$ cat config.mk
export PLATFORM = sky130hd
export DESIGN_NAME = axi_lite_master_flat
export DESIGN_NICKNAME = d
export VERILOG_FILES = /design/src/rtl/mem_pkg.sv /design/src/rtl/axi_lite_master_if.sv /design/src/rtl/lsu_data_align.sv /design/src/rtl/axi_lite_master.sv /design/src/flat_wrapper.sv
export SDC_FILE = /design/constraint.sdc
export NUM_CORES = 1
export LEC_CHECK = 0
export BUFFER_PORTS_ARGS = -buffer_cell sky130_fd_sc_hd__buf_2
export CAP_MARGIN = 30
export CORE_MARGIN = 2
export CORE_UTILIZATION = 44
export DETAILED_ROUTE_END_ITERATION = 6
export GPL_TIMING_DRIVEN = 0
export PLACE_DENSITY_LB_ADDON = 0.1
export SYNTH_ARGS = -nofsm -noshare
export SYNTH_HDL_FRONTEND = slang
export SYNTH_SLANG_ARGS = --single-unit
$ cat constraint.sdc
create_clock -name clock -period 3.37 [get_ports clock]
set_input_delay 0.674 -clock clock [delete_from_list [all_inputs] [get_ports clock]]
set_output_delay 0.674 -clock clock [all_outputs]
set_load 0.01 [all_outputs]
$ cat src/rtl/mem_pkg.sv
// Shared definitions for the AXI4-Lite load/store initiator.
//   - access size encodings carried on req_size
//   - AXI response codes
//   - master FSM state enum
//   - alignment helper, only used when MEM_ALIGN_CHECK_EN is defined
package mem_pkg;

    localparam logic [1:0] SIZE_B = 2'd0;
    localparam logic [1:0] SIZE_H = 2'd1;
    localparam logic [1:0] SIZE_W = 2'd2;

    localparam logic [1:0] RESP_OKAY   = 2'b00;
    localparam logic [1:0] RESP_SLVERR = 2'b10;
    localparam logic [1:0] RESP_DECERR = 2'b11;

    typedef enum logic [2:0] {
        StIdle,
        StRdAddr,
        StRdData,
        StWrReq,
        StWrResp,
        StResp
    } state_e;

    // The reserved size encoding 3 is treated as a word access.
    function automatic logic is_misaligned(logic [1:0] size, logic [1:0] addr_lo);
        if (size == SIZE_B) begin
            return 1'b0;
        end
        if (size == SIZE_H) begin
            return addr_lo[0];
        end
        return addr_lo != 2'b00;
    endfunction

endpackage

$ cat src/rtl/axi_lite_master_if.sv
// AXI4-Lite bus bundle between the initiator (master modport) and the memory
// responder (slave modport).
//   AW: awvalid, awready, awaddr      W: wvalid, wready, wdata[32], wstrb[4]
//   B : bvalid, bready, bresp[2]      AR: arvalid, arready, araddr
//   R : rvalid, rready, rdata[32], rresp[2]
interface axi_lite_master_if #(
    parameter int unsigned ADDR_WIDTH = 32
) ();

    logic                  awvalid;
    logic                  awready;
    logic [ADDR_WIDTH-1:0] awaddr;
    logic                  wvalid;
    logic                  wready;
    logic [31:0]           wdata;
    logic [3:0]            wstrb;
    logic                  bvalid;
    logic                  bready;
    logic [1:0]            bresp;
    logic                  arvalid;
    logic                  arready;
    logic [ADDR_WIDTH-1:0] araddr;
    logic                  rvalid;
    logic                  rready;
    logic [31:0]           rdata;
    logic [1:0]            rresp;

    modport master (
        output awvalid, awaddr, wvalid, wdata, wstrb, bready, arvalid, araddr, rready,
        input  awready, wready, bvalid, bresp, arready, rvalid, rdata, rresp
    );

    modport slave (
        input  awvalid, awaddr, wvalid, wdata, wstrb, bready, arvalid, araddr, rready,
        output awready, wready, bvalid, bresp, arready, rvalid, rdata, rresp
    );

endinterface

$ cat src/rtl/lsu_data_align.sv
// Combinational lane steering for 32-bit load/store data.
//   size_i, addr_lo_i : access size and byte offset within the word
//   unsigned_i        : zero-extend (1) or sign-extend (0) sub-word loads
//   wdata_i           : right-aligned store data
//   rdata_i           : raw bus read word
//   wstrb_o, wdata_o  : byte strobes and lane-replicated store data
//   rdata_o           : extracted and extended load data
module lsu_data_align
    import mem_pkg::*;
(
    input  logic [1:0]  size_i,
    input  logic [1:0]  addr_lo_i,
    input  logic        unsigned_i,
    input  logic [31:0] wdata_i,
    input  logic [31:0] rdata_i,
    output logic [3:0]  wstrb_o,
    output logic [31:0] wdata_o,
    output logic [31:0] rdata_o
);

    logic [15:0] shifted;
    logic        sign_b;
    logic        sign_h;

    always_comb begin
        shifted = 16'(rdata_i >> {addr_lo_i, 3'b000});
        sign_b  = ~unsigned_i & shifted[7];
        sign_h  = ~unsigned_i & shifted[15];
        case (size_i)
            SIZE_B: begin
                wstrb_o = 4'b0001 << addr_lo_i;
                wdata_o = {4{wdata_i[7:0]}};
                rdata_o = {{24{sign_b}}, shifted[7:0]};
            end
            SIZE_H: begin
                // A half at offset 3 keeps only the lane that fits in the word.
                wstrb_o = 4'b0011 << addr_lo_i;
                wdata_o = {2{wdata_i[15:0]}};
                rdata_o = {{16{sign_h}}, shifted[15:0]};
            end
            default: begin
                wstrb_o = 4'b1111;
                wdata_o = wdata_i;
                rdata_o = rdata_i;
            end
        endcase
    end

endmodule

$ cat src/rtl/axi_lite_master.sv
// AXI4-Lite initiator: one outstanding byte/half/word load or store turned into
// an AR/R or AW+W/B transaction on io_mem, response returned on resp_*.
//   clock, reset       : rising-edge clock, asynchronous active-high reset
//   req_*              : request handshake (valid/ready) with write/addr/size/unsigned/wdata
//   resp_*             : response handshake with extended rdata and bus error code
//   io_mem             : AXI4-Lite master port
//   misaligned         : only with MEM_ALIGN_CHECK_EN; pulses with a rejected response
// Build option MEM_ALIGN_CHECK_EN: reject misaligned half/word accesses locally.
module axi_lite_master
    import mem_pkg::*;
#(
    parameter int unsigned ADDR_WIDTH = 32,
    parameter int unsigned DATA_WIDTH = 32
) (
    input  logic                  clock,
    input  logic                  reset,
    input  logic                  req_valid,
    output logic                  req_ready,
    input  logic                  req_write,
    input  logic [ADDR_WIDTH-1:0] req_addr,
    input  logic [1:0]            req_size,
    input  logic                  req_unsigned,
    input  logic [31:0]           req_wdata,
    output logic                  resp_valid,
    input  logic                  resp_ready,
    output logic [31:0]           resp_rdata,
    output logic [1:0]            resp_err,
    axi_lite_master_if.master     io_mem
`ifdef MEM_ALIGN_CHECK_EN
    ,
    output logic                  misaligned
`endif
);

    state_e                state_q, state_d;
    logic [ADDR_WIDTH-1:0] addr_q, addr_d;
    logic [1:0]            size_q, size_d;
    logic                  uns_q, uns_d;
    logic [31:0]           wdata_q, wdata_d;
    logic                  aw_done_q, aw_done_d;
    logic                  w_done_q, w_done_d;
    logic [DATA_WIDTH-1:0] rdata_q, rdata_d;
    logic [1:0]            err_q, err_d;
    logic                  accept;
    logic                  reject;
    logic                  aw_hs;
    logic                  w_hs;

    assign accept = (state_q == StIdle) && req_valid;
    assign aw_hs  = (state_q == StWrReq) && !aw_done_q && io_mem.awready;
    assign w_hs   = (state_q == StWrReq) && !w_done_q && io_mem.wready;

`ifdef MEM_ALIGN_CHECK_EN
    logic misalign_q, misalign_d;
    assign reject     = is_misaligned(req_size, req_addr[1:0]);
    assign misaligned = (state_q == StResp) && misalign_q;
`else
    assign reject = 1'b0;
`endif

    always_ff @(posedge clock or posedge reset) begin
        if (reset) begin
            state_q <= StIdle;
        end else begin
            state_q <= state_d;
        end
    end

    always_comb begin
        state_d = state_q;
        case (state_q)
            StIdle: begin
                if (req_valid) begin
                    if (reject) begin
                        state_d = StResp;
                    end else begin
                        state_d = req_write ? StWrReq : StRdAddr;
                    end
                end
            end
            StRdAddr: if (io_mem.arready) state_d = StRdData;
            StRdData: if (io_mem.rvalid) state_d = StResp;
            StWrReq: begin
                if ((aw_done_q || aw_hs) && (w_done_q || w_hs)) begin
                    state_d = StWrResp;
                end
            end
            StWrResp: if (io_mem.bvalid) state_d = StResp;
            StResp:   if (resp_ready) state_d = StIdle;
            default:  state_d = StIdle;
        endcase
    end

    // Valids depend only on registered state, never on the same-cycle ready.
    always_comb begin
        req_ready      = (state_q == StIdle);
        resp_valid     = (state_q == StResp);
        io_mem.arvalid = (state_q == StRdAddr);
        io_mem.rready  = (state_q == StRdData);
        io_mem.awvalid = (state_q == StWrReq) && !aw_done_q;
        io_mem.wvalid  = (state_q == StWrReq) && !w_done_q;
        io_mem.bready  = (state_q == StWrResp);
    end

    assign io_mem.araddr = {addr_q[ADDR_WIDTH-1:2], 2'b00};
    assign io_mem.awaddr = {addr_q[ADDR_WIDTH-1:2], 2'b00};
    assign resp_err      = err_q;

    always_comb begin
        addr_d    = addr_q;
        size_d    = size_q;
        uns_d     = uns_q;
        wdata_d   = wdata_q;
        aw_done_d = aw_done_q | aw_hs;
        w_done_d  = w_done_q | w_hs;
        rdata_d   = rdata_q;
        err_d     = err_q;
`ifdef MEM_ALIGN_CHECK_EN
        misalign_d = misalign_q;
`endif
        if (accept) begin
            addr_d    = req_addr;
            size_d    = req_size;
            uns_d     = req_unsigned;
            wdata_d   = req_wdata;
            aw_done_d = 1'b0;
            w_done_d  = 1'b0;
            // Stores and rejected accesses report zero data.
            rdata_d   = '0;
            err_d     = reject ? RESP_SLVERR : RESP_OKAY;
`ifdef MEM_ALIGN_CHECK_EN
            misalign_d = reject;
`endif
        end
        if ((state_q == StRdData) && io_mem.rvalid) begin
            rdata_d = io_mem.rdata;
            err_d   = io_mem.rresp;
        end
        if ((state_q == StWrResp) && io_mem.bvalid) begin
            err_d = io_mem.bresp;
        end
    end

    always_ff @(posedge clock or posedge reset) begin
        if (reset) begin
            addr_q    <= '0;
            size_q    <= SIZE_W;
            uns_q     <= 1'b0;
            wdata_q   <= '0;
            aw_done_q <= 1'b0;
            w_done_q  <= 1'b0;
            rdata_q   <= '0;
            err_q     <= RESP_OKAY;
`ifdef MEM_ALIGN_CHECK_EN
            misalign_q <= 1'b0;
`endif
        end else begin
            addr_q    <= addr_d;
            size_q    <= size_d;
            uns_q     <= uns_d;
            wdata_q   <= wdata_d;
            aw_done_q <= aw_done_d;
            w_done_q  <= w_done_d;
            rdata_q   <= rdata_d;
            err_q     <= err_d;
`ifdef MEM_ALIGN_CHECK_EN
            misalign_q <= misalign_d;
`endif
        end
    end

    lsu_data_align u_align (
        .size_i     (size_q),
        .addr_lo_i  (addr_q[1:0]),
        .unsigned_i (uns_q),
        .wdata_i    (wdata_q),
        .rdata_i    (rdata_q),
        .wstrb_o    (io_mem.wstrb),
        .wdata_o    (io_mem.wdata),
        .rdata_o    (resp_rdata)
    );

endmodule

$ cat src/flat_wrapper.sv
// flat-port wrapper written by rule: the top's interface ports become plain ports
module axi_lite_master_flat import mem_pkg::*;
#(
    parameter int unsigned ADDR_WIDTH = 32,
    parameter int unsigned DATA_WIDTH = 32
)
  (clock, reset, req_valid, req_ready, req_write, req_addr, req_size, req_unsigned, req_wdata, resp_valid, resp_ready, resp_rdata, resp_err, io_mem_awvalid, io_mem_awaddr, io_mem_wvalid, io_mem_wdata, io_mem_wstrb, io_mem_bready, io_mem_arvalid, io_mem_araddr, io_mem_rready, io_mem_awready, io_mem_wready, io_mem_bvalid, io_mem_bresp, io_mem_arready, io_mem_rvalid, io_mem_rdata, io_mem_rresp);
  axi_lite_master_if #(.ADDR_WIDTH(ADDR_WIDTH)) io_mem_i ();
  input  logic clock;
  input  logic reset;
  input  logic req_valid;
  output logic req_ready;
  input  logic req_write;
  input  logic [ADDR_WIDTH-1:0] req_addr;
  input  logic [1:0] req_size;
  input  logic req_unsigned;
  input  logic [31:0] req_wdata;
  output logic resp_valid;
  input  logic resp_ready;
  output logic [31:0] resp_rdata;
  output logic [1:0] resp_err;
  output wire logic [$bits(io_mem_i.awvalid)-1:0] io_mem_awvalid;
  output wire logic [$bits(io_mem_i.awaddr)-1:0] io_mem_awaddr;
  output wire logic [$bits(io_mem_i.wvalid)-1:0] io_mem_wvalid;
  output wire logic [$bits(io_mem_i.wdata)-1:0] io_mem_wdata;
  output wire logic [$bits(io_mem_i.wstrb)-1:0] io_mem_wstrb;
  output wire logic [$bits(io_mem_i.bready)-1:0] io_mem_bready;
  output wire logic [$bits(io_mem_i.arvalid)-1:0] io_mem_arvalid;
  output wire logic [$bits(io_mem_i.araddr)-1:0] io_mem_araddr;
  output wire logic [$bits(io_mem_i.rready)-1:0] io_mem_rready;
  input wire logic [$bits(io_mem_i.awready)-1:0] io_mem_awready;
  input wire logic [$bits(io_mem_i.wready)-1:0] io_mem_wready;
  input wire logic [$bits(io_mem_i.bvalid)-1:0] io_mem_bvalid;
  input wire logic [$bits(io_mem_i.bresp)-1:0] io_mem_bresp;
  input wire logic [$bits(io_mem_i.arready)-1:0] io_mem_arready;
  input wire logic [$bits(io_mem_i.rvalid)-1:0] io_mem_rvalid;
  input wire logic [$bits(io_mem_i.rdata)-1:0] io_mem_rdata;
  input wire logic [$bits(io_mem_i.rresp)-1:0] io_mem_rresp;
  assign io_mem_awvalid = io_mem_i.awvalid;
  assign io_mem_awaddr = io_mem_i.awaddr;
  assign io_mem_wvalid = io_mem_i.wvalid;
  assign io_mem_wdata = io_mem_i.wdata;
  assign io_mem_wstrb = io_mem_i.wstrb;
  assign io_mem_bready = io_mem_i.bready;
  assign io_mem_arvalid = io_mem_i.arvalid;
  assign io_mem_araddr = io_mem_i.araddr;
  assign io_mem_rready = io_mem_i.rready;
  assign io_mem_i.awready = io_mem_awready;
  assign io_mem_i.wready = io_mem_wready;
  assign io_mem_i.bvalid = io_mem_bvalid;
  assign io_mem_i.bresp = io_mem_bresp;
  assign io_mem_i.arready = io_mem_arready;
  assign io_mem_i.rvalid = io_mem_rvalid;
  assign io_mem_i.rdata = io_mem_rdata;
  assign io_mem_i.rresp = io_mem_rresp;
  axi_lite_master #(.ADDR_WIDTH(ADDR_WIDTH), .DATA_WIDTH(DATA_WIDTH)) u_core (.clock(clock), .reset(reset), .req_valid(req_valid), .req_ready(req_ready), .req_write(req_write), .req_addr(req_addr), .req_size(req_size), .req_unsigned(req_unsigned), .req_wdata(req_wdata), .resp_valid(resp_valid), .resp_ready(resp_ready), .resp_rdata(resp_rdata), .resp_err(resp_err), .io_mem(io_mem_i));
endmodule
==> out/results.md, run 1 <==
| Parameter | Reported | Unit |
|:---|:---|:---|
| Run status | completed | - |
| Clock tree buffer depth | 2 | - |
| Routed vias/inst | 4.89 | - |
| Data required, critical path | 2700 | ps |
| Clock tree from TritonCTS | done | - |
| CTS resizes | 0 | - |
| Synth cell types | 36 | - |
| Number of buffers created by CTS | 9 | - |
| Pin count of the biggest net entering global routing | 36 | - |
| Tot GR Track Use | 24.5 | % |
| Sum of negative setup slack | 0 | ps |
| Number of nets in the finished design | 1,106 | - |
| Wire length of the first global-routing pass | 28.0 | mm |
| Flip-flop and latch count after synthesis | 106 | - |
| Max transition margin | 48.8 | % |
| Class of the tightest hold or removal check | in2async | - |
| Final-report hold violation count | 0 | - |
| Largest voltage drop on the vdd net | 529 | uV |
| Pin slew with the least headroom to its limit | 769 | ps |
| Via count of the first global-routing pass | 5,564 | - |
| Worst clock skew | 4.99 | ps |
| Average detailed-routed wire length per instance | 15.2 | um |
| Layout overhead on the synthesized area | 30.6 | % |
| Num rows | 42 | - |
| Die width | 120 | um |
| Area fraction of the dominant cell type after synthesis | 44.1 | % |
| Clock latency at the later pin of the worst-skew pair | 340 | ps |
| Cells along the critical path | nor2b_1 > clkbuf_1 > clkbuf_1 > a21oi_1 > o21ai_0 > buf_2 | - |
| Top-level I/O count | 254 | - |
| Synthesized instance count | 727 | - |
| Asr flop ratio synth | 100 | % |
| Wire length reported by the detailed router | 17.8 | mm |
| Cell types occupying the most area after synthesis | sky130_fd_sc_hd__dfrtp_1 44%, sky130_fd_sc_hd__nand2_1 18%, sky130_fd_sc_hd__buf_4 9.2% | - |
| Post-synthesis instance area | 5960 | um^2 |
| Remaining number of nets flagged by the antenna check after routing | 0 | - |
| Type of the worst setup path | reg2out | - |
| Number of buffers inserted for hold repair after clock tree synthesis | 0 | - |
| Setup-violating endpoint count in the final report | 0 | - |
| Clock-pin slew on the worst setup and hold paths | 70 | ps |
| Worst path arrival time | 2340 | ps |
| Number of warnings reported in the yosys synthesis log | 0 | - |
| Die Outline Area | 14,500 | um^2 |
| Library cell with the highest instance count after synthesis | sky130_fd_sc_hd__nand2_1 | - |
| Worst slack after detailed placement | 761 | ps |
| Worst Setup End Kind | output port | - |
| Sequential element share of the synthesized area | 44.5 | % |
| Total count of max-transition violations in the final report | 0 | - |
| Sum of internal, switching and leakage power | 7.86 | mW |
| Post-route worst hold slack | 319 | ps |
| Max cap viols | 0 | - |
| Worst Setup Start Kind | register | - |
| Total setup buffers inserted after CTS | 0 | - |
| First-pass iteration count of the detailed router | 7 | - |
| Mean post-synth cell area | 8.20 | um^2 |
| Slowest stage cell on the critical path | sky130_fd_sc_hd__dfrtp_1 | - |
| Starting density of the core | 45.0 | % |
| Post-route core utilization | 58.8 | % |
| Maximum fanout along the worst path | 10 | - |
| Total power divided by cell area | 1010 | nW/um^2 |
| Fraction of layout instances using a drive strength above 1 | 38.0 | % |
| CP dominant cell by count | sky130_fd_sc_hd__clkbuf_1 | - |
| RSZ-0062 raised after global routing | no | - |
| Starting DRC count in detailed routing | 364 | - |
| Clk Tree Root Cell | sky130_fd_sc_hd__clkbuf_16 | - |
| DRC violation count after routing | 0 | - |
| Maximum achievable frequency | 0.331 | GHz |
| Flip-flop and latch area | 2650 | um^2 |
| Top cells by count, synth | 281 x sky130_fd_sc_hd__nand2_1, 105 x sky130_fd_sc_hd__dfrtp_1, 73 x sky130_fd_sc_hd__buf_4, 54 x sky130_fd_sc_hd__o21ai_0, 28 x sky130_fd_sc_hd__clkbuf_1 | - |
| Vias | 5,735 | - |
| Floorplan core area | 13,200 | um^2 |
| EDFF count, synth | 0 | - |
| FILL cells | 1,333 | - |
| Final RePlAce weighted congestion | 0.925 | - |
| Leakage power | 4.36 | nW |
| CP max stage delay | 480 | ps |
| Hpwl dp | 13.4 | mm |
| Antenna diode count | 0 | - |
| Die Height | 120 | um |
| Worst Setup Slack, final | 352 | ps |
| Number of sinks handled by clock tree synthesis | 106 | - |
| Antenna violations before repair | 0 | - |
| # H-tree levels | 3 | - |
| Count of buffers inserted at the top-level ports | 249 | - |
| Dominant register cell in the synthesized netlist | sky130_fd_sc_hd__dfrtp_1 | - |
| Post-synth top area cell | sky130_fd_sc_hd__dfrtp_1 | - |
| Area of the multi-input gates | 2510 | um^2 |
| Final Critical Period | 3020 | ps |
| Final clock period utilization by the worst path | 89.5 | % |
| Total congestion overflow | 0 | - |
[routing by layer]
layer	up-vias	part of all wire [%]	global-route usage, %
met5	-	0	0
li1	2822	-	-
met4	0	2.1	7.99
met2	216	48	41.4
met1	2671	43	31.6
met3	26	6.7	4.86
[critical path, delay by kind of cell, from the launching register on]
kind | cells | cell delay, ps
flops | 1 | 480
simple gates | 1 | 140
buf+inv | 3 | 920
compound gates | 2 | 450
[report_power, final]
part,internal (mW),switching (mW)
registers,1.86,0.546
logic,2.07,2.38
clock network,0.539,0.475
total,4.46,3.40
[cell families (layout without fill, tap and decap cells)]
| kind of cell | after synthesis | in the layout | share of synthesized area [%] |
|---|---|---|---|
| flops | 106 | 106 | 44.5 |
| other cells | 1 | 4 | 0.0629 |
| compound gates | 132 | 132 | 14.5 |
| buf+inv | 133 | 401 | 13.6 |
| simple gates | 326 | 326 | 22.0 |
| mux | 29 | 29 | 5.23 |
[state kept, by name, summed over array words and instances (netlist names)]
register / count
u_core.addr_q: 32
u_core.aw_done_q: 1
u_core.rdata_q: 32
u_core.resp_err: 2
u_core.size_q: 2
u_core.state_q: 3
u_core.uns_q: 1
u_core.w_done_q: 1
u_core.wdata_q: 32
[layout by cell type, fill, tap and decap left out, drive strengths merged, types with 2 or more instances in the layout]
cell type,count
a211o,2
a21o,16
a21oi,13
a221oi,8
a22oi,16
and2,3
buf,346
clkbuf,39
clkinv,5
conb,4
dfrtp,105
inv,10
mux2,17
mux2i,12
nand2,281
nor2,14
nor2b,17
nor3,4
nor3b,3
o21ai,54
o21bai,2
o22ai,7
o31ai,8
[final cells by class]
cell class	instances	area share, %
sequential	106	34.1
timing repair buffer	252	16.8
clock inverter	5	0.370
inverter	11	0.579
buffer	122	9.87
tap	176	2.83
multi-input combinational	491	32.2
clock buffer	11	3.25
[stage by stage]
stage	cells	instance area, um^2
after detailed placement	1158	7500
after floorplan	730	5970
final	1174	7780
after CTS	1174	7780
after global routing	1174	7780
after global placement	1155	7440
[worst paths after layout]
check / startpoint / cells past startpoint / slack, ps / end
max in group asynchronous: reset / 4 / 2260 / u_core.size_q[1]$_DFFE_PP1P_
min in group clock: u_core.wdata_q[22]$_DFFE_PP0P_ / 2 / 470 / u_core.wdata_q[22]$_DFFE_PP0P_
hold / removal: reset / 2 / 320 / u_core.rdata_q[4]$_DFFE_PP0P_
hold reg to reg: u_core.wdata_q[22]$_DFFE_PP0P_ / 2 / 470 / u_core.wdata_q[22]$_DFFE_PP0P_
setup / recovery: u_core.addr_q[1]$_DFFE_PP0P_ / 6 / 350 / resp_rdata[7]
setup reg to reg: u_core.state_q[0]$_DFFE_PP0P_ / 6 / 1340 / u_core.rdata_q[24]$_DFFE_PP0P_
No activity file was read; power rests on OpenSTA's default activity.
==> run 2: changes to the inputs <==
--- a/config.mk
+++ b/config.mk
@@ -8,10 +8,10 @@
 export BUFFER_PORTS_ARGS = -buffer_cell sky130_fd_sc_hd__buf_2
 export CAP_MARGIN = 30
 export CORE_MARGIN = 2
-export CORE_UTILIZATION = 44
+export CORE_UTILIZATION = 52
 export DETAILED_ROUTE_END_ITERATION = 6
 export GPL_TIMING_DRIVEN = 0
-export PLACE_DENSITY_LB_ADDON = 0.1
+export PLACE_DENSITY = 0.88
 export SYNTH_ARGS = -nofsm -noshare
 export SYNTH_HDL_FRONTEND = slang
 export SYNTH_SLANG_ARGS = --single-unit
==> constraint.sdc (replaced) <==
create_clock -name clock -period 3.5 [get_ports clock]
set_input_delay 0.7 -clock clock [delete_from_list [all_inputs] [get_ports clock]]
set_output_delay 0.7 -clock clock [all_outputs]
set_load 0.01 [all_outputs]
==> run 2 against run 1 <==
  * Clock skew grew 1.0 ps
  * Combinational power fell by 3%
  * Via count increased by 3.2%
  * Worst hold slack improved by 81 ps
  * Critical path depth is 1 higher
  * Count of clock-buffer cells in the layout is 1 lower
  * Sequential cell count did not move
  * Non-clock buffer count fell by 2
  * Register-to-register slack better by 200 ps
  * Critical path type unchanged
  * Largest power group unchanged
==> out/results.md, run 2 (synthesis results as in run 1) <==
| Parameter | Reported | Unit | Change |
|:---|:---|:---|:---|
| Total power divided by cell area | 987 | nW/um^2 | -2.3% |
| Pin slew with the least headroom to its limit | 715 | ps | -54.0 ps |
| Data required, critical path | 2800 | ps | +100 ps |
| Comb power frac | 56.7 | % | +0.2 points |
| Starting density of the core | 52.6 | % | +7.6 points |
| Tot GR Track Use | 28.4 | % | +3.9 points |
| Non-filler cells in the finished layout | 1,140 | - | -2.9% |
| Setup-violating endpoint count in the final report | 0 | - | unchanged |
| Fraction of layout instances using a drive strength above 1 | 37.9 | % | -0.12 points |
| Largest voltage drop on the vdd net | 579 | uV | +9.4% |
| Floorplan core area | 11,300 | um^2 | -15% |
| Run status | completed | - |  |
| First-pass iteration count of the detailed router | 5 | - | -2 |
| Switching pwr | 3.33 | mW | -2.1% |
| Die Outline Area | 12,300 | um^2 | -15% |
| Maximum achievable frequency | 0.313 | GHz |  |
| Vias | 5,921 | - | +3.2% |
| Switching share of total power | 43.7 | % | +0.48 points |
| Clock-pin slew on the worst setup and hold paths | 70 | ps | about the same |
| Max transition margin | 52.3 | % | +3.5 points |
| Post-route core utilization | 68.1 | % | +9.4 points |
| Pin count of the biggest net entering global routing | 65 | - | +81% |
| Die width | 111 | um | -7.7% |
| Layout overhead on the synthesized area | 29.5 | % |  |
| Final RePlAce weighted congestion | 0.885 | - | -4.4% |
| Cell internal power dissipation | 4.28 | mW | -4.0% |
| RSZ-0062 raised after global routing | no | - |  |
| Count of placed standard cells including taps | 1,123 | - | -3.0% |
| CP max stage delay | 470 | ps | about the same |
| Count of buffers inserted at the top-level ports | 249 | - | unchanged |
| Number of buffers inserted for hold repair after clock tree synthesis | 0 | - | unchanged |
| Number of buffers created by CTS | 9 | - | unchanged |
| Antenna violations before repair | 1 | - | +1 |
| Worst Setup Slack, final | 303 | ps | -49.0 ps |
| Number of sinks handled by clock tree synthesis | 106 | - | unchanged |
| Num rows | 39 | - | -7.1% |
| CTS resizes | 0 | - | unchanged |
| Register-to-register setup slack | 1540 | ps | +200 ps |
| Final clock period utilization by the worst path | 91.3 | % |  |
| Clock tree from TritonCTS | done | - |  |
| Depth of the worst register-to-register path | 6 | - | unchanged |
| Worst clock skew | 6.03 | ps | +1.04 ps |
| Endpoint of the lowest-slack register-to-register path | u_core.rdata_q[24]$_DFFE_PP0P_ | - |  |
| Remaining number of nets flagged by the antenna check after routing | 0 | - | unchanged |
| Slowest stage cell on the critical path | sky130_fd_sc_hd__clkbuf_1 | - |  |
| Maximum fanout along the worst path | 10 | - | unchanged |
| Area of the multi-input gates | 2510 | um^2 | unchanged |
| Type of the worst setup path | reg2out | - |  |
| Number of nets in the finished design | 1,104 | - | -0.18% |
| Total congestion overflow | 0 | - | unchanged |
| Via count of the first global-routing pass | 5,567 | - | +0.054% |
| # H-tree levels | 3 | - | unchanged |
| Worst reg2reg path startpoint | u_core.state_q[0]$_DFFE_PP0P_ | - |  |
| FILL cells | 968 | - | -27% |
| Clock latency at the later pin of the worst-skew pair | 340 | ps | about the same |
| Cells along the critical path | buf_2 > clkbuf_1 > clkbuf_1 > a21oi_1 > a22oi_1 > o21ai_0 > buf_2 | - |  |
| Post-route worst hold slack | 401 | ps | +81.2 ps |
| Worst Setup Start Kind | register | - |  |
| Commonest non-fill, non-tap cells in the layout | 281 x sky130_fd_sc_hd__nand2_1, 260 x sky130_fd_sc_hd__buf_2, 105 x sky130_fd_sc_hd__dfrtp_1 | - |  |
| Leakage power | 4.34 | nW | -0.29% |
| Wire length reported by the detailed router | 17.7 | mm | -0.56% |
| Routed vias/inst | 5.19 | - | +6.3% |
| Max cap viols | 0 | - | unchanged |
| Worst slack after detailed placement | 811 | ps | +49.4 ps |
| Worst Setup End Kind | output port | - |  |
| Clk Tree Root Cell | sky130_fd_sc_hd__clkbuf_16 | - |  |
| Flip-flop and latch area | 2650 | um^2 | unchanged |
| Clock tree buffer depth | 2 | - | unchanged |
| Clk network pwr share | 12.8 | % | about the same |
| Total setup buffers inserted after CTS | 0 | - | unchanged |
| Worst path arrival time | 2500 | ps | +160 ps |
| Part of the power in registers | 30.5 | % | about the same |
| Average detailed-routed wire length per instance | 15.6 | um | +2.4% |
| Top-level I/O count | 254 | - | unchanged |
| Final Critical Period | 3200 | ps |  |
| DRC violation count after routing | 0 | - | unchanged |
| Wire length of the first global-routing pass | 28.2 | mm | +0.96% |
| Largest regs | u_core.addr_q: 32 flops, u_core.rdata_q: 32 flops, u_core.wdata_q: 32 flops | - |  |
| Hpwl dp | 13.2 | mm | -1.6% |
| Starting DRC count in detailed routing | 482 | - | +32% |
| Die Height | 111 | um | -7.7% |
| Most common cell after layout, fill and taps aside | sky130_fd_sc_hd__nand2_1 | - |  |
| Final-report hold violation count | 0 | - | unchanged |
| Class of the tightest hold or removal check | in2async | - |  |
| Total count of max-transition violations in the final report | 0 | - | unchanged |
| Sum of negative setup slack | 0 | ps | unchanged |
[run 2: routing by layer]
| metal | wire (um) | up-vias | track usage (%) |
|---|---|---|---|
| met5 | 0 | - | 0 |
| met3 | 1620 | 30 | 5.74 |
| met2 | 8690 | 335 | 47.6 |
| met1 | 7080 | 2729 | 37.7 |
| met4 | 338 | 0 | 7.82 |
| li1 | - | 2827 | - |
[run 2: layout make-up]
cell class                      count  share of cell area, %
Clock inverter                      6                  0.633
Clock buffer                       10                   3.10
Antenna cell                        1                 0.0324
Sequential cell                   106                   34.4
Inverter                           11                  0.568
Buffer                            122                   9.96
Timing Repair Buffer              250                   16.5
Tap cell                          143                   2.32
Multi-Input combinational cell    491                   32.5
[run 2: worst max-delay path by stage]
stage | startpoint | end | slack [ps]
after CTS | u_core.addr_q[0]$_DFFE_PP0P_ | resp_rdata[5] | 400
after detailed placement | u_core.addr_q[0]$_DFFE_PP0P_ | resp_rdata[5] | 810
after floorplan | reset | u_core.addr_q[0]$_DFFE_PP0P_ | 10
after global routing | u_core.addr_q[0]$_DFFE_PP0P_ | resp_rdata[8] | 240
final | u_core.addr_q[0]$_DFFE_PP0P_ | resp_rdata[0] | 300
after global placement | reset | u_core.wdata_q[20]$_DFFE_PP0P_ | -1220
[run 2: per-stage QoR]
step / cell area, um^2 / total power [mW]
6_report: 7710 / 7.61
3_3_place_gp: 7390 / 6.49
2_1_floorplan: 5970 / 5.03
5_1_grt: 7710 / 8.15
3_5_place_dp: 7420 / 6.61
4_1_cts: 7710 / 7.61
[run 2: worst max-delay path, delay by kind of cell, from the launching register on]
kind            cells  cell delay (ps)
compound gates      3              530
buf+inv             4             1240
flops               1              370
[run 2: power by group through the flow]
stage | registers [mW] | logic, mW | clock network [mW]
floorplan | 2.15 | 2.89 | 0
global placement | 2.30 | 4.19 | 0
detailed placement | 2.32 | 4.29 | 0
CTS | 2.31 | 4.31 | 0.991
global route | 2.39 | 4.71 | 1.05
finish | 2.32 | 4.31 | 0.977
==> run 3: changes to the inputs <==
--- a/config.mk
+++ b/config.mk
@@ -5,12 +5,14 @@
 export SDC_FILE = /design/constraint.sdc
 export NUM_CORES = 1
 export LEC_CHECK = 0
+export ABC_AREA = 1
 export BUFFER_PORTS_ARGS = -buffer_cell sky130_fd_sc_hd__buf_2
 export CAP_MARGIN = 30
 export CORE_MARGIN = 2
 export CORE_UTILIZATION = 52
 export DETAILED_ROUTE_END_ITERATION = 6
 export GPL_TIMING_DRIVEN = 0
+export MAX_ROUTING_LAYER = met4
 export PLACE_DENSITY = 0.88
 export SYNTH_ARGS = -nofsm -noshare
 export SYNTH_HDL_FRONTEND = slang
==> run 3 against run 2 <==
  * Area after synthesis down 0.15%
  * Cell area about the same
  * Wire length about the same
  * Sequential power down 2%
  * Via count up 3.3%
  * Clock power up 6%
  * Critical endpoint is now resp_rdata[14]
==> out/results.md, run 3 <==
| Parameter | Reported | Unit | Change |
|:---|:---|:---|:---|
| Worst Setup Start Kind | register | - |  |
| Top cells by count, synth | 184 x sky130_fd_sc_hd__nand2_1, 105 x sky130_fd_sc_hd__dfrtp_1, 102 x sky130_fd_sc_hd__nand3_1, 78 x sky130_fd_sc_hd__buf_4, 64 x sky130_fd_sc_hd__o21ai_0 | - |  |
| Worst Setup End Kind | output port | - |  |
| DRC violation count after routing | 0 | - | unchanged |
| Final-report hold violation count | 0 | - | unchanged |
| First-pass iteration count of the detailed router | 5 | - | unchanged |
| Floorplan core area | 11,300 | um^2 | -0.43% |
| Mean post-synth cell area | 7.85 | um^2 | -4.2% |
| Dominant register cell in the synthesized netlist | sky130_fd_sc_hd__dfrtp_1 | - |  |
| Fraction of layout instances using a drive strength above 1 | 38.8 | % | +0.98 points |
| Clk Tree Root Cell | sky130_fd_sc_hd__clkbuf_16 | - |  |
| Flip-flop and latch area | 2650 | um^2 | unchanged |
| Vias | 6,117 | - | +3.3% |
| Top-level I/O count | 254 | - | unchanged |
| Data required, critical path | 2800 | ps | about the same |
| Die Outline Area | 12,300 | um^2 | -0.14% |
| Remaining number of nets flagged by the antenna check after routing | 0 | - | unchanged |
| Final Critical Period | 2800 | ps | -397 ps |
| Total count of max-transition violations in the final report | 0 | - | unchanged |
| Pin count of the biggest net entering global routing | 58 | - | -11% |
| Synth cell types | 33 | - | -8.3% |
| Number of nets in the finished design | 1,133 | - | +2.6% |
| Final clock period utilization by the worst path | 80.0 | % | -11 points |
| Total setup buffers inserted after CTS | 0 | - | unchanged |
| Synthesized instance count | 758 | - | +4.3% |
| Starting density of the core | 52.8 | % | +0.15 points |
| Number of buffers created by CTS | 9 | - | unchanged |
| Worst clock skew | 7.52 | ps | +1.49 ps |
| Num rows | 39 | - | unchanged |
| CTS resizes | 0 | - | unchanged |
| FILL cells | 961 | - | -0.72% |
| # H-tree levels | 3 | - | unchanged |
| Largest regs | u_core.addr_q: 32 flops, u_core.rdata_q: 32 flops, u_core.wdata_q: 32 flops | - |  |
| Wire length of the first global-routing pass | 28.1 | mm | -0.49% |
| Tot GR Track Use | 29.2 | % | +0.81 points |
| Comb power frac | 56.5 | % | -0.2 points |
| Leakage power | 4.38 | nW | +0.88% |
| Sequential element share of the synthesized area | 44.6 | % | +0.066 points |
| Class of the tightest hold or removal check | in2async | - |  |
| Sum of negative setup slack | 0 | ps | unchanged |
| Clock tree from TritonCTS | done | - |  |
| Number of warnings reported in the yosys synthesis log | 0 | - | unchanged |
| RSZ-0062 raised after global routing | no | - |  |
| Flip-flop and latch count after synthesis | 106 | - | unchanged |
| Number of buffers inserted for hold repair after clock tree synthesis | 0 | - | unchanged |
| Asr flop ratio synth | 100 | % | unchanged |
| Most common cell after layout, fill and taps aside | sky130_fd_sc_hd__buf_2 | - |  |
| Switching pwr | 3.39 | mW | +1.7% |
| Count of buffers inserted at the top-level ports | 247 | - | -0.80% |
| Antenna violations before repair | 0 | - | -1 |
| Routed vias/inst | 5.24 | - | +0.83% |
| Area of the multi-input gates | 2280 | um^2 | -9.2% |
| Run status | completed | - |  |
| Pin slew with the least headroom to its limit | 678 | ps | -36.4 ps |
| Type of the worst setup path | reg2out | - |  |
| Number of sinks handled by clock tree synthesis | 106 | - | unchanged |
| Sum of internal, switching and leakage power | 7.63 | mW | +0.26% |
| Clock-pin slew on the worst setup and hold paths | 70 | ps | about the same |
| Post-synthesis instance area | 5950 | um^2 | -0.15% |
| Clock tree buffer depth | 2 | - | unchanged |
| Die Height | 111 | um | about the same |
| Starting DRC count in detailed routing | 420 | - | -13% |
| Part of the power in registers | 29.8 | % | -0.7 points |
| Cell internal power dissipation | 4.25 | mW | -0.83% |
| Wire length reported by the detailed router | 17.7 | mm | about the same |
| Worst path arrival time | 2100 | ps | -400 ps |
| Hpwl dp | 13.5 | mm | +2.1% |
| Clock latency at the later pin of the worst-skew pair | 340 | ps | about the same |
| Via count of the first global-routing pass | 5,846 | - | +5.0% |
| Max cap viols | 0 | - | unchanged |
| Maximum achievable frequency | 0.357 | GHz | +14% |
| Max transition margin | 54.8 | % | +2.5 points |
| Setup-violating endpoint count in the final report | 0 | - | unchanged |
| Die width | 111 | um | about the same |
| EDFF count, synth | 0 | - | unchanged |
| Commonest non-fill, non-tap cells in the layout | 261 x sky130_fd_sc_hd__buf_2, 184 x sky130_fd_sc_hd__nand2_1, 105 x sky130_fd_sc_hd__dfrtp_1 | - |  |
| Area fraction of the dominant cell type after synthesis | 44.2 | % | +0.065 points |
| Post-route core utilization | 68.4 | % | +0.27 points |
| Largest voltage drop on the vdd net | 561 | uV | -3.2% |
| Maximum fanout along the worst path | 10 | - | unchanged |
| Total power divided by cell area | 990 | nW/um^2 | +0.30% |
| Library cell with the highest instance count after synthesis | sky130_fd_sc_hd__nand2_1 | - |  |
| Post-synth top area cell | sky130_fd_sc_hd__dfrtp_1 | - |  |
| Antenna diode count | 0 | - | -1 |
| Average detailed-routed wire length per instance | 15.2 | um | -2.4% |
| Switching share of total power | 44.4 | % | +0.62 points |
| Cell types occupying the most area after synthesis | sky130_fd_sc_hd__dfrtp_1 44%, sky130_fd_sc_hd__nand2_1 12%, sky130_fd_sc_hd__buf_4 9.8% | - |  |
| Final RePlAce weighted congestion | 0.982 | - | +11% |
| Layout overhead on the synthesized area | 29.6 | % |  |
| Clk network pwr share | 13.6 | % | +0.8 points |
| Total congestion overflow | 0 | - | unchanged |
| Register-to-register setup slack | 1770 | ps | +230 ps |
## run 3: changes by cell type after synthesis, moves of 9 or more
cell / delta
sky130_fd_sc_hd__inv_1: +45
sky130_fd_sc_hd__nand3_1: +102
sky130_fd_sc_hd__a21oi_1: +9
sky130_fd_sc_hd__mux2_2: -17
sky130_fd_sc_hd__mux2i_1: -12
sky130_fd_sc_hd__nor2_1: +23
sky130_fd_sc_hd__o21ai_0: +10
sky130_fd_sc_hd__clkbuf_1: -12
sky130_fd_sc_hd__nor2b_1: -17
sky130_fd_sc_hd__a21oi_2: +22
sky130_fd_sc_hd__nand2_1: -97
sky130_fd_sc_hd__a21o_1: -16
## run 3: power by group through the flow
stage	Clock, mW	Combinational [mW]	Sequential, mW
4_1_cts	1.05	4.31	2.26
3_5_place_dp	0	4.29	2.26
6_report	1.04	4.31	2.28
5_1_grt	1.10	4.71	2.34
2_1_floorplan	0	2.88	2.13
3_3_place_gp	0	4.18	2.25
## run 3: per-stage QoR
step	hold WS, ps	worst slack (ps)	instance area (um^2)	std cells
6_report	437	700	7710	1168
5_1_grt	502	546	7710	1168
4_1_cts	470	739	7710	1168
3_5_place_dp	469	1120	7410	1152
3_3_place_gp	465	-1190	7380	1151
2_1_floorplan	449	12.8	5960	761
## run 3: routing by layer
metal  up-vias  routed length (um)  global-route usage [%]  part of all wire (%)
met5         -                   0                       -                     0
met4         0                 541                    13.0                   3.1
met3        48                1470                    3.44                   8.3
met2       323                8570                    46.6                    48
met1      2836                7150                    37.8                    40
li1       2910                   -                       -                     -
## run 3: worst max-delay path, stage by stage (launching register included)
cell and delay [ps]:
sky130_fd_sc_hd__dfstp_2 540, sky130_fd_sc_hd__clkinv_1 290, sky130_fd_sc_hd__nand2_1 280, sky130_fd_sc_hd__buf_2 250, sky130_fd_sc_hd__a21oi_1 100, sky130_fd_sc_hd__o21ai_1 140
sky130_fd_sc_hd__buf_2 150
## run 3: kinds of logic (layout without fill, tap and decap cells)
family                 count (synthesis)  in the layout  synth area share, %
DFF                                  106            106                 44.6
buffers and inverters                182            446                 17.3
other                                  1              4               0.0630
AOI/OAI and AO/OA                    130            130                 13.3
and+or+nand+nor                      339            339                 24.7
## run 3: layout make-up
| type | count | area share (%) |
|---|---|---|
| buffer | 119 | 10.3 |
| clock buffer | 12 | 3.33 |
| timing repair buffer | 248 | 16.4 |
| inverter | 63 | 3.10 |
| multi-input combinational | 473 | 29.5 |
| clock inverter | 4 | 0.649 |
| tap | 143 | 2.32 |
| sequential | 106 | 34.4 |
## run 3: path summary, 6_finish.rpt
| check | from | endpoint | cells after the start |
|---|---|---|---|
| max in group asynchronous | reset | u_core.wdata_q[6]$_DFFE_PP0P_ | 3 |
| min reg2reg | u_core.wdata_q[26]$_DFFE_PP0P_ | u_core.wdata_q[26]$_DFFE_PP0P_ | 2 |
| min in group clock | u_core.wdata_q[26]$_DFFE_PP0P_ | u_core.wdata_q[26]$_DFFE_PP0P_ | 2 |
| max reg2reg | u_core.state_q[0]$_DFFE_PP0P_ | u_core.resp_err[0]$_DFFE_PP0P_ | 8 |
| max | u_core.size_q[1]$_DFFE_PP1P_ | resp_rdata[14] | 6 |
| min | reset | u_core.addr_q[7]$_DFFE_PP0P_ | 2 |
